==> config.mk <==
export PLATFORM = sky130hd
export DESIGN_NAME = fetch_prefetch_queue
export DESIGN_NICKNAME = d
export VERILOG_FILES = /design/src/rtl/fetch_prefetch_queue.sv
export SDC_FILE = /design/constraint.sdc
export NUM_CORES = 1
export LEC_CHECK = 0
export BUFFER_PORTS_ARGS = -buffer_cell sky130_fd_sc_hd__buf_2
export CAP_MARGIN = 40
export CORE_ASPECT_RATIO = 2
export CORE_MARGIN = 5
export CORE_UTILIZATION = 51
export DETAILED_ROUTE_END_ITERATION = 10
export PLACE_DENSITY = 0.81
export SLEW_MARGIN = 20
export SYNTH_ARGS = -nofsm -noshare
export SYNTH_HDL_FRONTEND = slang
export SYNTH_SLANG_ARGS = --single-unit
export TNS_END_PERCENT = 1
==> constraint.sdc <==
create_clock -name clk -period 2 [get_ports clk]
set_input_delay 0.4 -clock clk [delete_from_list [all_inputs] [get_ports clk]]
set_output_delay 0.4 -clock clk [all_outputs]
set_load 0.02 [all_outputs]
==> src/rtl/fetch_prefetch_queue.sv <==
// Instruction prefetch queue: owns the PC, issues one sequential imem read per cycle into a FIFO,
// and hands instructions to the decoder via valid/ready. Optional counters under FETCH_PREFETCH_STATS_EN.
module fetch_prefetch_queue #(
    parameter int instr_width = 9,
    parameter int pc_width    = 9,
    parameter int depth       = 4
) (
    input  logic                   clk,
    input  logic                   rst_n,
    input  logic                   start,
    input  logic [pc_width-1:0]    start_addr,
    input  logic                   branch,
    input  logic [pc_width-1:0]    target,
    input  logic                   halt,
    output logic [pc_width-1:0]    imem_addr,
    output logic                   imem_req,
    input  logic [instr_width-1:0] imem_data,
    output logic [instr_width-1:0] instr_out,
    output logic [pc_width-1:0]    instr_pc,
    output logic                   instr_valid,
    input  logic                   instr_ready,
`ifdef FETCH_PREFETCH_STATS_EN
    output logic [15:0]            flush_drops,
    output logic [15:0]            fetch_stalls,
`endif
    output logic [1:0]             fetch_state
);
    localparam int aw = $clog2(depth);
    localparam logic [aw+1:0] depth_c = (aw + 2)'(depth);

    typedef enum logic [1:0] {
        IDLE   = 2'b00,
        RUN    = 2'b01,
        HALTED = 2'b10
    } state_t;

    state_t                 state_q, state_d;
    logic [pc_width-1:0]    pc_q;
    logic [pc_width-1:0]    req_pc_q;
    logic                   inflight_q;
    logic [aw-1:0]          rd_ptr_q, wr_ptr_q;
    logic [aw:0]            count_q;
    logic [instr_width-1:0] data_mem [depth];
    logic [pc_width-1:0]    pc_mem   [depth];

    logic run, kill, credit, push, pop;

    // kill covers every event that discards queued and in-flight work: start, or branch/halt while running.
    always_comb begin
        run         = (state_q == RUN);
        kill        = start || (run && (halt || branch));
        credit      = ({1'b0, count_q} + (aw + 2)'(inflight_q)) < depth_c;
        imem_req    = run && !kill && credit;
        imem_addr   = pc_q;
        instr_valid = run && (count_q != '0);
        push        = inflight_q && !kill;
        pop         = instr_valid && instr_ready && !kill;
        instr_out   = instr_valid ? data_mem[rd_ptr_q] : '0;
        instr_pc    = instr_valid ? pc_mem[rd_ptr_q]   : '0;
        fetch_state = state_q;
    end

    always_comb begin
        state_d = state_q;
        if (start)
            state_d = RUN;
        else if (run && halt)
            state_d = HALTED;
    end

    // NOTE: sequential state uses non-blocking assignments so every register samples pre-edge values.
    always_ff @(posedge clk or negedge rst_n) begin
        if (!rst_n) begin
            state_q    <= IDLE;
            pc_q       <= '0;
            req_pc_q   <= '0;
            inflight_q <= 1'b0;
            rd_ptr_q   <= '0;
            wr_ptr_q   <= '0;
            count_q    <= '0;
        end else begin
            state_q    <= state_d;
            inflight_q <= imem_req;
            if (imem_req)
                req_pc_q <= pc_q;

            if (start)
                pc_q <= start_addr;
            else if (run && branch && !halt)
                pc_q <= target;
            else if (imem_req)
                pc_q <= pc_q + 1'b1;

            if (kill) begin
                rd_ptr_q <= '0;
                wr_ptr_q <= '0;
                count_q  <= '0;
            end else begin
                if (push)
                    wr_ptr_q <= wr_ptr_q + 1'b1;
                if (pop)
                    rd_ptr_q <= rd_ptr_q + 1'b1;
                case ({push, pop})
                    2'b10:   count_q <= count_q + 1'b1;
                    2'b01:   count_q <= count_q - 1'b1;
                    default: count_q <= count_q;
                endcase
            end
        end
    end

    // NOTE: the storage array has no reset; outputs are masked by instr_valid so stale entries never show.
    always_ff @(posedge clk) begin
        if (push) begin
            data_mem[wr_ptr_q] <= imem_data;
            pc_mem[wr_ptr_q]   <= req_pc_q;
        end
    end

`ifdef FETCH_PREFETCH_STATS_EN
    logic [16:0] drops_sum;
    logic        stall_cycle;

    always_comb begin
        drops_sum   = {1'b0, flush_drops} + 17'(count_q) + 17'(inflight_q);
        stall_cycle = run && !imem_req && !start && !(branch && !halt);
    end

    always_ff @(posedge clk or negedge rst_n) begin
        if (!rst_n) begin
            flush_drops  <= '0;
            fetch_stalls <= '0;
        end else if (start) begin
            flush_drops  <= '0;
            fetch_stalls <= '0;
        end else begin
            if (kill)
                flush_drops <= drops_sum[16] ? 16'hFFFF : drops_sum[15:0];
            if (stall_cycle && fetch_stalls != 16'hFFFF)
                fetch_stalls <= fetch_stalls + 16'd1;
        end
    end
`endif

endmodule
==> results of run 1 <==
## cell families (layout without fill, tap and decap cells)
family	count (synthesis)	in the layout	synth area share, %
AO/OA/AOI/OAI	39	39	6.64
adder cells (fa/ha/maj)	6	6	1.90
buffers and inverters	22	107	2.24
multiplexers	31	31	12.6
XOR/XNOR	7	7	1.41
flip-flops	100	100	65.8
AND/OR/NAND/NOR	73	73	9.40
## final timing paths
kind	from	endpoint	slack (ns)	cells past startpoint
max	rd_ptr_q[0]$_DFFE_PN0P_	instr_pc[6]	-0.19	4
min	rst_n	imem_addr[0]$_DFFE_PN0P_	0.09	1
max reg2reg	count_q[2]$_DFFE_PN0P_	count_q[2]$_DFFE_PN0P_	0.06	8
min reg2reg	req_pc_q[2]$_DFFE_PN0P_	pc_mem[0][2]$_DFFE_PP_	0.53	0
max in group asynchronous	rst_n	rd_ptr_q[0]$_DFFE_PN0P_	1.44	1
min in group clk	imem_data[5]	data_mem[3][5]$_DFFE_PP_	0.28	1
## power by group through the flow
stage | clock network, mW | logic (mW) | registers [mW]
finish | 1.61 | 0.591 | 2.64
global placement | 0 | 0.561 | 2.66
CTS | 1.64 | 0.591 | 2.64
floorplan | 0 | 0.349 | 2.65
detailed placement | 0 | 0.582 | 2.68
global route | 1.76 | 0.653 | 2.67
## final cells by class
cell class / count / area [um^2] / share of cell area (%)
timing repair buffer: 86 / 582 / 10.9
clock buffer: 13 / 262 / 4.91
multi-input combinational: 156 / 1460 / 27.4
clock inverter: 3 / 20.0 / 0.376
sequential: 100 / 2870 / 53.8
tap: 98 / 123 / 2.30
inverter: 5 / 18.8 / 0.352
## metal layers
metal / GRT usage, % / wire, um / up-vias
met5: 0 / 0 / -
met4: 6.36 / 157 / 0
met3: 4.13 / 325 / 11
met2: 32.2 / 5110 / 60
met1: 21.3 / 3200 / 1347
li1: - / - / 1249
## worst max-delay path: cells and delay by family, from the launching register on
kind | cells | cell delay [ns]
buf+inv | 2 | 0.31
flops | 1 | 0.42
mux | 1 | 0.53
simple gates | 1 | 0.19
## state kept, by name, indices dropped and copies added (netlist names)
name	cells
pc_mem	36
inflight_q	1
data_mem	36
count_q	3
req_pc_q	9
wr_ptr_q	2
rd_ptr_q	2
imem_addr	9
fetch_state	2
## repair_timing
item	in CTS	in global routing
endpoints found under the setup margin	20	21
cloned	0	1
gates resized for setup	3	11
## synthesized netlist by cell type (all sizes together), types with 3 or more instances
library cell  number
a211o              3
a21oi              9
a221o              3
a311oi             4
and3              23
buf                9
clkbuf             8
dfrtp             28
edfxtp            72
ha                 5
inv                5
mux2              10
mux2i              3
mux4              18
nand2              6
nand3              5
nand4              3
nor2              19
nor3               3
o21ai              6
o21bai             5
or3                4
xnor2              3
xor2               4
## stage by stage
stage / area [um^2] / setup TNS (ns) / util [%] / std cells / setup slack (ns)
6_report: 5330 / -2.97 / 64.3 / 461 / -0.189
5_1_grt: 5330 / -4.32 / 64.3 / 461 / -0.254
4_1_cts: 5260 / -3.73 / 63.5 / 460 / -0.236
3_5_place_dp: 4970 / 0 / 59.9 / 444 / 0.0533
3_3_place_gp: 4970 / 0 / 59.9 / 444 / 0.107
2_1_floorplan: 4400 / -0.00913 / - / 278 / -0.00913
==> impl_results.md, run 1 <==
* Avg Synthesized Cell Area at 15.6 um^2
* Worst path cell trace: buf_12 > mux4_2 > and3_1 > buf_2
* WL/cell at 19.1 um
* Most common cell after layout, fill and taps aside: edfxtp_1
* Total track usage at 18.3%
* Longest Clk Path Bufs at 2
* Synth area leaders: edfxtp_1 (50%), dfrtp_1 (16%), mux4_2 (9.3%)
* Final clock period utilization by the worst path at 109%
* Hold Path Class: in2async
* Vias/cell at 5.79
* Clock power share at 33.3%
* Hold Vio Cnt, Final at 0
* Worst Setup Start Kind: flip-flop
* Number of remaining DRC errors at 0
* Clk pin slew, worst setup/hold paths at ~0.06 ns
* Synth-to-Final Area Change at 22.5%
* Die X at 75.3 um
* CP Data Arrival Time at 1.79 ns
* Switching Share at between 20% and 30%
* Cells after Synth at 278
* DR vias at between 2000 and 3000
* CTS tree: yes
* Violated checks: negative setup slack
* Core Area at 8290 um^2
* # hold bufs at CTS at 0
* Synth warn at 0
* NumNets Final at 397
* #FFs+latches synth at 100
* Placer Congestion at 0.791
* Final HPWL DP at just over 6000 um
* Post-synth EDFFs at 72
* Area leader, netlist: edfxtp_1
* Tmin final at 2.19 ns
* H-tree depth at 3
* Filler cell count at 591
* Pin count of the biggest net entering global routing at 29
* Design Power at 4.84 mW
* Slowest Stage Delay on Critical Path at 0.53 ns
* Drt first-iter violations at about 180
* Initial Util at 52.5%
* Vias in the first global route at 2863
* F_max at roughly 460 MHz
* Die Ht at roughly 140 um
* RSZ-0062 raised after global routing: yes
* Clk Latency, worst-skew pair at 0.34 ns
* Crit-path slowest cell: mux4_2
* Int Power at 3.66 mW
* Crit Path Max Fanout at 10
* Status: complete, but fails checks
* Post-synthesis cell type count at 45
* Post-CTS setup buffers at 0
* Element type at the critical path end: output pin
* Clk root buf: clkbuf_16
* Final hold slack at 0.0933 ns
* Setup-failing EPs final at 19
* Leakage at 2.09 nW
* Max cap viols at 0
* Seq/Total Area, Yosys at 65.8%
* Slew Limit Fails at 0
* Max_slew headroom at 56.1%
* Io pins at 64
* Share of synthesized flip-flops with an asynchronous set or reset at 28.0%
* Clk sinks at 100
* Sequential share of power at 54.5%
* Most common flop cell mapped by yosys: edfxtp_1
* DRT Pass-1 Iters at 4
* Commonest non-fill, non-tap cells in the layout: edfxtp_1 (72), buf_2 (60), dfrtp_1 (26), and3_1 (21), nor2_1 (19)
* Input/output buffers at 63
* Die area at 10600 um^2
* Slack of the critical path at -0.189 ns
* Combinational group share of total power at between 10% and 20%
* Required time of the critical path at approximately 1.6 ns
* First-pass GRT wire length at around 15000 um
* Post-Synthesis Cell Area at 4350 um^2
* ANT cells at 0
* Syn_nets at 317
* DRT Wirelength at 8800 um
* Worst-margin pin slew at 0.658 ns
* VDD IR-drop max at 0.601 mV
* Share of cells above drive strength 1 at 39.7%
* WS Path Type: reg2out
* Worst Skew at roughly 0.0052 ns
* Congestion Overflow GR at 0
* Power Dens Cells at a little over 900 nW/um^2
* Cell Rows at 47
* Post-DRT Antenna Nets at 0
* Initial antenna violation count at 0
* Switching power at between 1 and 1.5 mW
* CTS buffer count at 9
* Post-synth top area share at 49.7%
No activity file was read; power rests on OpenSTA's default activity.
==> inputs of run 2 (changes only) <==
Settings changed: ABC_AREA set to 1.
==> impl_results.md, run 2 <==
* Register area at 2870 um^2 (unchanged)
* Crit Path Max Fanout at 9 (was 10)
* Cells after Synth at 450 (was 278)
* Top cells by count, synth: nor2_1 (98), nand2_1 (90), edfxtp_1 (72) (was edfxtp_1 (72), dfrtp_1 (28), and3_1 (23))
* Worst-margin pin slew at 0.630 ns (was 0.658 ns)
* Vias/cell at 5.45 (was 5.79)
* Post-synth top area share at 48.2% (was 49.7%)
* DRT Wirelength at 10400 um (was 8800 um)
* Worst Setup Start Kind: flip-flop (unchanged)
* Hold Vio Cnt, Final at 0 (unchanged)
* Congestion Overflow GR at 0 (unchanged)
* Die Ht at 143 um (was 141 um)
* Final hold slack at 0.0708 ns (was 0.0933 ns)
* WP buf/inv at 3 (was 2)
* VDD IR-drop max at 0.559 mV (was 0.601 mV)
* Clk Latency, worst-skew pair at 0.35 ns (was 0.34 ns)
* Post-DRT Antenna Nets at 0 (unchanged)
* RSZ-0062 raised after global routing: yes (unchanged)
* Share of cells above drive strength 1 at 26.5% (was 39.7%)
* DR vias at 3447 (was 2667)
* Crit-path slowest cell: dfrtp_2 (was mux4_2)
* CP Data Arrival Time at 1.64 ns (was 1.79 ns)
* Final clock period utilization by the worst path at 102% (was 109%)
* Number of remaining DRC errors at 0 (unchanged)
* Io pins at 64 (unchanged)
* Largest regs: data_mem: 36 flops, pc_mem: 36 flops (unchanged)
* Post-Synthesis Cell Area at 4480 um^2 (was 4350 um^2)
* Design area at 5600 um^2 (was 5330 um^2)
* Dpl cell area at 5000 um^2 (was 4970 um^2)
* DRT Pass-1 Iters at 5 (was 4)
* Commonest non-fill, non-tap cells in the layout: nand2_1 (90), nor2_1 (83), edfxtp_1 (72), buf_2 (46), o21ai_0 (28) (was edfxtp_1 (72), buf_2 (60), dfrtp_1 (26), and3_1 (21), nor2_1 (19))
* WL/cell at 16.4 um (was 19.1 um)
* Most common cell in the netlist: nor2_1 (was edfxtp_1)
* Post-synth EDFFs at 72 (unchanged)
* #FFs+latches synth at 100 (unchanged)
* Die X at 76.3 um (was 75.3 um)
* Longest Clk Path Bufs at 2 (unchanged)
* Filler cell count at 636 (was 591)
* Leakage at 2.41 nW (was 2.09 nW)
* Initial antenna violation count at 0 (unchanged)
* Die area at 10900 um^2 (was 10600 um^2)
* Synth area leaders: edfxtp_1 (48%), dfrtp_1 (16%), nor2_1 (8.2%) (was edfxtp_1 (50%), dfrtp_1 (16%), mux4_2 (9.3%))
* CTS buffer count at 9 (unchanged)
* Slew Limit Fails at 0 (unchanged)
* Max cap viols at 0 (unchanged)
* Initial Util at 52.2% (was 52.5%)
* Max_slew headroom at 58.0% (was 56.1%)
* Clk sinks at 100 (unchanged)
* Area leader, netlist: edfxtp_1 (unchanged)
* Worst Skew at 0.00789 ns (was 0.00524 ns)
* Post-synthesis cell type count at 32 (was 45)
* Hold Path Class: in2async (unchanged)
* Delay-heaviest family, CP: buffers and inverters (was multiplexers)
* Cell Rows at 48 (was 47)
* Avg Synthesized Cell Area at 9.96 um^2 (was 15.6 um^2)
* Share of synthesized flip-flops with an asynchronous set or reset at 28.0% (unchanged)
* CTS tree: yes (unchanged)
* Final HPWL DP at 6320 um (was 6160 um)
* Synth warn at 0 (unchanged)
* Cell repeated most along the worst path: nor2_1
* F_max at 489 MHz (was 457 MHz)
* Drt first-iter violations at 304 (was 177)
* Core Area at 8590 um^2 (was 8290 um^2)
* Status: complete, but fails checks (unchanged)
* Pin count of the biggest net entering global routing at 38 (was 29)
* NumNets Final at 567 (was 397)
* WS Path Type: reg2out (unchanged)
* First-pass GRT wire length at 14600 um (was 14500 um)
* Setup-failing EPs final at 2 (was 19)
* Slack of the critical path at -0.0444 ns (was -0.189 ns)
* Seq/Total Area, Yosys at 63.9% (was 65.8%)
* Area occupied by multi-input gates at 1480 um^2 (was 1460 um^2)
* Clk pin slew, worst setup/hold paths at 0.06 ns (about the same)
* Required time of the critical path at 1.60 ns (about the same)
* Tmin final at 2.04 ns (was 2.19 ns)
* Vias in the first global route at 3310 (was 2863)
* Synth-to-Final Area Change at 25.0% (was 22.5%)
* Input/output buffers at 63 (unchanged)
* Element type at the critical path end: output pin (unchanged)
* ANT cells at 0 (unchanged)
* Slowest Stage Delay on Critical Path at 0.37 ns (was 0.53 ns)
* Placer Congestion at 0.850 (was 0.791)
* Most common flop cell mapped by yosys: edfxtp_1 (unchanged)
* Worst path cell trace: buf_12 > clkbuf_16 > nor2_1 > nor2_1 > o21ai_0 > a21oi_1 > buf_4 (was buf_12 > mux4_2 > and3_1 > buf_2)
* Power Dens Cells at 865 nW/um^2 (was 908 nW/um^2)
* Most common cell after layout, fill and taps aside: nand2_1 (was edfxtp_1)
* Total track usage at 16.9% (was 18.3%)
* # hold bufs at CTS at 0 (unchanged)
* Violated checks: negative setup slack (unchanged)
* Clk root buf: clkbuf_16 (unchanged)
* H-tree depth at 3 (unchanged)
* Syn_nets at 489 (was 317)
[run 2: changes by cell type in the layout (fill, tap and decap cells not counted), moves of 7 or more]
cell,delta
nand3_1,+13
a21oi_1,+12
mux4_2,-18
nor2_2,+11
nand2_1,+84
and3_1,-21
nor2_1,+64
buf_2,-14
o21ai_0,+23
inv_1,+20
mux2_2,-10
buf_4,+7
o21ai_1,+15
[run 2: per-layer routing]
metal  track usage, %  share of wire [%]
met1             16.3                 33
met2             33.4                 59
met3             2.66                6.1
met4             8.85                2.5
met5                0                  0
[run 2: cells by family after synthesis]
logic type	synth area share [%]
xor gates and xnor gates	0.586
AOI/OAI and AO/OA	9.07
and+or+nand+nor	19.9
DFF	63.9
buffers and inverters	4.72
adders and majority gates	1.84
[run 2: final cells by class]
cell class | count | share of cell area (%)
Clock buffer | 9 | 4.02
Clock inverter | 7 | 1.16
Inverter | 31 | 2.26
Multi-Input combinational cell | 301 | 26.4
Sequential cell | 100 | 51.2
Tap cell | 100 | 2.23
Timing Repair Buffer | 85 | 12.8
[run 2: worst reg2reg max path, cell delays in order, from the launching register on]
cell and delay, ns:
dfrtp_1 0.44, nor2_1 0.12, nand2_1 0.08, nand3_1 0.15
nor2_1 0.11, fa_1 0.40, xnor2_1 0.20, inv_1 0.06
nand2_1 0.06, nand2_1 0.05, nand2_1 0.06, nand2_1 0.05
[run 2: final timing paths]
| check | start | end | slack [ns] | cells past startpoint |
|---|---|---|---|---|
| worst max register to register | count_q[0]$_DFFE_PN0P_ | count_q[2]$_DFFE_PN0P_ | 0.12 | 11 |
| worst max-delay path | rd_ptr_q[0]$_DFFE_PN0P_ | instr_pc[7] | -0.04 | 7 |
| worst min register to register | req_pc_q[2]$_DFFE_PN0P_ | pc_mem[2][2]$_DFFE_PP_ | 0.51 | 0 |
| min in group clk | start | fetch_state[1]$_DFFE_PN0P_ | 0.25 | 2 |
| worst min-delay path | rst_n | count_q[1]$_DFFE_PN0P_ | 0.07 | 1 |
| max in group asynchronous | rst_n | fetch_state[1]$_DFFE_PN0P_ | 1.49 | 1 |
[run 2: repair_timing]
item                                   in CTS  in global routing
endpoints found under the hold margin       0                  0
gates resized for setup                     8                 55
setup buffers                               1                  1
setup endpoints to repair                   7                 19
gates cloned                                0                  8
pin swaps                                   0                 14
[run 2: power breakdown]
| group | switching, mW | internal [mW] |
|---|---|---|
| logic | 0.370 | 0.225 |
| registers | 0.156 | 2.42 |
| clock network | 0.798 | 0.872 |
| total | 1.32 | 3.52 |
[run 2: through the flow]
| stage | setup slack [ns] | utilization, % | setup TNS, ns | instances | power (mW) |
|---|---|---|---|---|---|
| 6_report | -0.0444 | 65.2 | -0.0880 | 633 | 4.84 |
| 5_1_grt | -0.166 | 65.2 | -0.911 | 633 | 5.06 |
| 4_1_cts | 0.00107 | 61.9 | 0 | 624 | 4.81 |
| 3_5_place_dp | 0.0935 | 58.2 | 0 | 607 | 3.18 |
| 3_3_place_gp | 0.180 | 58.2 | 0 | 607 | 3.15 |
| 2_1_floorplan | -0.0748 | - | -5.39 | 450 | 2.97 |
